<file path="src/rtl/dice_game_ctrl_if.sv">
// Signal bundle between the two-player dice controller and its environment.
// The controller takes the slave side; the board/bench takes the master side.
interface dice_game_ctrl_if;
    logic       btn_a;
    logic       btn_b;
    logic [2:0] throw;
    logic       roll;
    logic       turn;
    logic [2:0] score_a;
    logic [2:0] score_b;
    logic       result_valid;
    logic [1:0] winner;
    logic [7:0] rounds;
    logic [2:0] dbg_state;

    modport master (
        output btn_a,
        output btn_b,
        output throw,
        input  roll,
        input  turn,
        input  score_a,
        input  score_b,
        input  result_valid,
        input  winner,
        input  rounds,
        input  dbg_state
    );

    modport slave (
        input  btn_a,
        input  btn_b,
        input  throw,
        output roll,
        output turn,
        output score_a,
        output score_b,
        output result_valid,
        output winner,
        output rounds,
        output dbg_state
    );
endinterface

</file>
<file path="src/rtl/dice_game_ctrl.sv">
// Two-player dice controller: alternates A/B turns on a shared dice, scores each throw, reports the winner.
// Optional macro DICE_CTRL_TIE_REROLL_EN: a tied round restarts at player A instead of being reported.
module dice_game_ctrl #(
    parameter int MIN_ROLL = 4
) (
    input  logic              clk,
    input  logic              rst,
    dice_game_ctrl_if.slave   bus
);

    typedef enum logic [2:0] {
        IDLE_A = 3'd0,
        ROLL_A = 3'd1,
        CAPT_A = 3'd2,
        IDLE_B = 3'd3,
        ROLL_B = 3'd4,
        CAPT_B = 3'd5,
        RESULT = 3'd6
    } state_t;

    localparam logic [3:0] MIN_ROLL_4 = 4'(MIN_ROLL);

    state_t     r_state;
    state_t     w_next;
    logic [3:0] r_cnt;
    logic       r_roll;
    logic [2:0] r_score_a;
    logic [2:0] r_score_b;
    logic       r_valid;
    logic [1:0] r_winner;
    logic [7:0] r_rounds;

    logic [3:0] w_cnt_nxt;
    logic       w_roll_nxt;
    logic [2:0] w_score_a_nxt;
    logic [2:0] w_score_b_nxt;
    logic       w_valid_nxt;
    logic [1:0] w_winner_nxt;
    logic [7:0] w_rounds_nxt;
    logic       w_turn;

    logic [2:0] w_capt;
    logic       w_roll_done;
    logic       w_tie;
    logic       w_a_wins;

    // Faces 0 and 7 are not real dice faces; count them as a 1.
    assign w_capt      = (bus.throw == 3'd0 || bus.throw == 3'd7) ? 3'd1 : bus.throw;
    assign w_roll_done = (r_cnt >= MIN_ROLL_4);
    assign w_tie       = (r_score_a == w_capt);
    assign w_a_wins    = (r_score_a > w_capt);

    // State and all registered outputs.
    always_ff @(posedge clk) begin
        if (rst) begin
            r_state   <= IDLE_A;
            r_cnt     <= 4'd0;
            r_roll    <= 1'b0;
            r_score_a <= 3'd0;
            r_score_b <= 3'd0;
            r_valid   <= 1'b0;
            r_winner  <= 2'b00;
            r_rounds  <= 8'd0;
        end else begin
            r_state   <= w_next;
            r_cnt     <= w_cnt_nxt;
            r_roll    <= w_roll_nxt;
            r_score_a <= w_score_a_nxt;
            r_score_b <= w_score_b_nxt;
            r_valid   <= w_valid_nxt;
            r_winner  <= w_winner_nxt;
            r_rounds  <= w_rounds_nxt;
        end
    end

    // Next-state logic; each player's button is only looked at during its own turn.
    always_comb begin
        w_next = r_state;
        case (r_state)
            IDLE_A: if (bus.btn_a) w_next = ROLL_A;
            ROLL_A: if (!bus.btn_a && w_roll_done) w_next = CAPT_A;
            CAPT_A: w_next = IDLE_B;
            IDLE_B: if (bus.btn_b) w_next = ROLL_B;
            ROLL_B: if (!bus.btn_b && w_roll_done) w_next = CAPT_B;
`ifdef DICE_CTRL_TIE_REROLL_EN
            CAPT_B: w_next = w_tie ? IDLE_A : RESULT;
`else
            CAPT_B: w_next = RESULT;
`endif
            RESULT: if (bus.btn_a) w_next = IDLE_A;
            default: w_next = IDLE_A;
        endcase
    end

    // Output/datapath next values, computed from the current state and the chosen transition.
    always_comb begin
        w_cnt_nxt     = 4'd0;
        w_roll_nxt    = (w_next == ROLL_A) || (w_next == ROLL_B);
        w_score_a_nxt = r_score_a;
        w_score_b_nxt = r_score_b;
        w_valid_nxt   = (w_next == RESULT);
        w_winner_nxt  = r_winner;
        w_rounds_nxt  = r_rounds;
        w_turn        = (r_state == IDLE_B) || (r_state == ROLL_B) || (r_state == CAPT_B);

        // Counter starts at 1 on entry and saturates at 15 while the button is held.
        if (w_roll_nxt) begin
            if (r_state == ROLL_A || r_state == ROLL_B)
                w_cnt_nxt = (r_cnt == 4'd15) ? 4'd15 : r_cnt + 4'd1;
            else
                w_cnt_nxt = 4'd1;
        end

        case (r_state)
            CAPT_A: w_score_a_nxt = w_capt;
            CAPT_B: begin
                if (w_next == RESULT) begin
                    w_score_b_nxt = w_capt;
                    if (w_tie)
                        w_winner_nxt = 2'b11;
                    else if (w_a_wins)
                        w_winner_nxt = 2'b01;
                    else
                        w_winner_nxt = 2'b10;
                    if (r_rounds != 8'd255)
                        w_rounds_nxt = r_rounds + 8'd1;
                end else begin
                    w_score_a_nxt = 3'd0;
                    w_score_b_nxt = 3'd0;
                end
            end
            RESULT: if (w_next == IDLE_A) w_winner_nxt = 2'b00;
            default: ;
        endcase
    end

    assign bus.roll         = r_roll;
    assign bus.turn         = w_turn;
    assign bus.score_a      = r_score_a;
    assign bus.score_b      = r_score_b;
    assign bus.result_valid = r_valid;
    assign bus.winner       = r_winner;
    assign bus.rounds       = r_rounds;
    assign bus.dbg_state    = r_state;

endmodule

</file>
<file path="src/flat_wrapper.sv">
// flat-port wrapper written by rule: the top's interface ports become plain ports
module dice_game_ctrl_flat 
#(
    parameter int MIN_ROLL = 4
)
  (clk, rst, bus_btn_a, bus_btn_b, bus_throw, bus_roll, bus_turn, bus_score_a, bus_score_b, bus_result_valid, bus_winner, bus_rounds, bus_dbg_state);
  dice_game_ctrl_if bus_i ();
  input  logic clk;
  input  logic rst;
  input wire logic [$bits(bus_i.btn_a)-1:0] bus_btn_a;
  input wire logic [$bits(bus_i.btn_b)-1:0] bus_btn_b;
  input wire logic [$bits(bus_i.throw)-1:0] bus_throw;
  output wire logic [$bits(bus_i.roll)-1:0] bus_roll;
  output wire logic [$bits(bus_i.turn)-1:0] bus_turn;
  output wire logic [$bits(bus_i.score_a)-1:0] bus_score_a;
  output wire logic [$bits(bus_i.score_b)-1:0] bus_score_b;
  output wire logic [$bits(bus_i.result_valid)-1:0] bus_result_valid;
  output wire logic [$bits(bus_i.winner)-1:0] bus_winner;
  output wire logic [$bits(bus_i.rounds)-1:0] bus_rounds;
  output wire logic [$bits(bus_i.dbg_state)-1:0] bus_dbg_state;
  assign bus_i.btn_a = bus_btn_a;
  assign bus_i.btn_b = bus_btn_b;
  assign bus_i.throw = bus_throw;
  assign bus_roll = bus_i.roll;
  assign bus_turn = bus_i.turn;
  assign bus_score_a = bus_i.score_a;
  assign bus_score_b = bus_i.score_b;
  assign bus_result_valid = bus_i.result_valid;
  assign bus_winner = bus_i.winner;
  assign bus_rounds = bus_i.rounds;
  assign bus_dbg_state = bus_i.dbg_state;
  dice_game_ctrl #(.MIN_ROLL(MIN_ROLL)) u_core (.clk(clk), .rst(rst), .bus(bus_i));
endmodule
</file>
<file path="config.mk">
export PLATFORM = sky130hd
export DESIGN_NAME = dice_game_ctrl_flat
export DESIGN_NICKNAME = d
export VERILOG_FILES = /design/src/rtl/dice_game_ctrl_if.sv /design/src/rtl/dice_game_ctrl.sv /design/src/flat_wrapper.sv
export SDC_FILE = /design/constraint.sdc
export NUM_CORES = 1
export LEC_CHECK = 0
export CORE_MARGIN = 2
export CORE_UTILIZATION = 40
export CTS_CLUSTER_SIZE = 28
export DETAILED_ROUTE_END_ITERATION = 8
export PLACE_DENSITY_LB_ADDON = 0.08
export SETUP_SLACK_MARGIN = 0.1
export SYNTH_ARGS = -nofsm -noshare
export SYNTH_HDL_FRONTEND = slang
export SYNTH_SLANG_ARGS = --single-unit
</file>
<file path="constraint.sdc">
create_clock -name clk -period 3.05 [get_ports clk]
set_input_delay 0.7625 -clock clk [delete_from_list [all_inputs] [get_ports clk]]
set_output_delay 0.7625 -clock clk [all_outputs]
set_load 0.01 [all_outputs]
</file>
==> flow_metrics.tcl <==
set metrics [dict create \
    worst_pin_slew_ps 519 \
    period_needed_ps 2650 \
    synth-seq-cells 25 \
    die_h_um 61.7 \
    run_status "finished clean" \
    layout_common_cells "clkdlybuf4s50_1, dfxtp_1, nor2_1" \
    start_util_pct 42.9 \
    fin_worst_skew_ps 3.68 \
    clockPowerShare_pct 27.8 \
    cp_slowest_stage_delay_ps 620 \
    path_max_fanout 15 \
    synthCells 160 \
    p_seq_share_pct 62.2 \
    port_buffers 28 \
    critical_path.cell_chain "nor2b_1 -> a21o_1 -> clkdlybuf4s50_1" \
    cts_tree "built" \
    layout-drive-gt1-share_pct 5.95 \
    ys_warn_count 0 \
    worstHoldPathType "flip-flop to flip-flop" \
    wl_met2_um 1360 \
    p_comb_share_pct 10.0 \
    design_area_um2 1650 \
    row_count 20 \
    grt_pass1_vias 1122 \
    antennaDiodeCount 0 \
    fin_nets 198 \
    yosysTopAreaCell "dfxtp_1" \
    grt_pass1_wl_um 4650 \
    yosysTopAreaCellShare_pct 37.6 \
    preCtsSetupSlack_ps 582 \
    arrival_ps 1890 \
    slew_headroom_pct 65.3 \
    area_growth_pct 24.2 \
    gp_congestion 0.762 \
    drcViolationCount 0 \
    avgSynthCellArea_um2 8.32 \
    clock_latency_ps 320 \
    power_density_nw_per_um2 323 \
    hold_buffers 0 \
    async_flop_share_pct 0 \
    max_freq_mhz 377 \
    setup_viol 0 \
    overflow 0 \
    grt_max_degree 20 \
    vdd.ir_drop.worst_mv 0.203 \
    synth_edf_count 0 \
    post_dp_cell_area_um2 1630 \
    dr.pass1.iters 4 \
    cts_setup_buffers 0 \
    synthTopCellsByArea "dfxtp_1, nor2_1, ha_1" \
    layout_commonest_cell "clkdlybuf4s50_1" \
    drtAntennaViolNets 0 \
    clock_sinks 25 \
    cts_buffer_depth 2 \
    cts_resized 0 \
    slew_viol_final 0 \
    dieArea_um2 3810 \
    maxCapViolCount 0 \
    r2r_slack_ps 1080 \
    cts-root-buf "clkbuf_4" \
    finalSetupTns_ps 0 \
    p_switching_uw 129 \
    die_w_um 61.7 \
    dr_wl_met3_um 87 \
    synth_cell_types 46 \
    place_hpwl_um 2100 \
    drt_wl_total_um 2830 \
    avgViaCountPerCell 5.27 \
    drt-initial-drc-count 82 \
    fin_ws_ps 399 \
    synth_fp_nets 172 \
    whs_ps 464 \
    grt_setup_unrepaired "false" \
    dr.max_layer_used "met4" \
    endpoint_kind "primary output" \
    synth_seq_area_share_pct 37.6 \
    wirelength_met1_um 1340 \
    cellInternalPower_uw 406 \
    cts-buffers-inserted 3 \
    setup.worst_path.class "flip-flop to primary output" \
    antenna_found_initial 0 \
    htreeDepth 1 \
    vias 1207 \
    synthFlopType "dfxtp_1" \
    critPathRequiredTime_ps 2290 \
    cp_slowest_cell "dfxtp_1" \
    power_leakage_uw 0.000578 \
    finalPower_uw 535 \
    hold_viol_final 0 \
    start_kind "flip-flop" \
    sw_frac_of_total_pct 24.1 \
    grt_usage_pct 16.2 \
    syn_area_um2 1330 \
    fin_crit_sh_pct 86.9 \
    wl_per_cell_um 12.4 \
    clkSlewWorstSetupHoldPaths_ps 140 \
    ioPinCount 29 \
    coreArea_um2 3100 \
]
synthesized netlist by cell type, types with 4 or more instances:
| master | n |
|---|---|
| nor3_1 | 6 |
| inv_1 | 7 |
| nand2_1 | 12 |
| o21ai_0 | 5 |
| nand3_1 | 6 |
| a21oi_1 | 12 |
| dfxtp_1 | 25 |
| buf_4 | 4 |
| nor2_1 | 19 |
| and2_1 | 4 |
| ha_1 | 5 |
| nor2b_1 | 4 |
path summary, 6_finish.rpt:
check | start | to | depth (start not counted)
min | u_core.bus.score_b[2]$_SDFFE_PP0N_ | u_core.bus.score_b[2]$_SDFFE_PP0N_ | 2
max | u_core.bus.dbg_state[1]$_SDFF_PP0_ | bus_turn | 3
max reg2reg | u_core.bus.dbg_state[2]$_SDFF_PP0_ | u_core.bus.rounds[5]$_SDFFE_PP0P_ | 3
min reg2reg | u_core.bus.score_b[2]$_SDFFE_PP0N_ | u_core.bus.score_b[2]$_SDFFE_PP0N_ | 2
critical path: cells and delay by family (launching register included):
family          cells  cell delay (ps)
buf+inv             1              540
simple gates        1              270
compound gates      1              140
flops               1              620
power groups by stage:
stage / Sequential (uW) / Clock [uW] / Combinational [uW]
after floorplan: 340 / 0 / 32.3
after global placement: 339 / 0 / 52.7
after detailed placement: 340 / 0 / 53.8
after CTS: 333 / 158 / 54.2
after global routing: 333 / 166 / 60.5
final: 332 / 149 / 53.6
metrics by stage:
stage | cells | util (%)
4_1_cts | 229 | 53.3
2_1_floorplan | 160 | -
6_report | 229 | 53.3
3_3_place_gp | 225 | 52.4
3_5_place_dp | 225 | 52.4
5_1_grt | 229 | 53.3
routing by layer:
metal / global-route usage [%] / up-vias
met5: 0 / -
met4: 4.56 / 0
met3: 4.35 / 4
met2: 28.4 / 20
met1: 19.5 / 553
li1: - / 630
cell type report:
type | instances | area [um^2]
Fill cell | 314 | 1450
Multi-Input combinational cell | 119 | 749
Sequential cell | 25 | 500
Timing Repair Buffer | 30 | 295
Tap cell | 44 | 55.1
Inverter | 7 | 26.3
Clock buffer | 3 | 22.5
Clock inverter | 1 | 5.00
flip-flops by register name, indices dropped and copies added (netlist names):
name and flops:
u_core.bus.rounds 8, u_core.r_cnt 4, u_core.bus.dbg_state 3, u_core.bus.score_a 3
u_core.bus.score_b 3, u_core.bus.winner 2, u_core.bus.result_valid 1, u_core.bus.roll 1
kinds of logic (layout without fill, tap and decap cells):
family	after synthesis	after routing	synth area share [%]
AOI/OAI and AO/OA	43	43	22.7
xor gates and xnor gates	3	3	1.97
muxes	2	2	1.50
and+or+nand+nor	66	66	25.4
DFF	25	25	37.6
adders and majority gates	5	5	4.70
buffers and inverters	16	41	6.11
No activity file was read; power rests on OpenSTA's default activity.
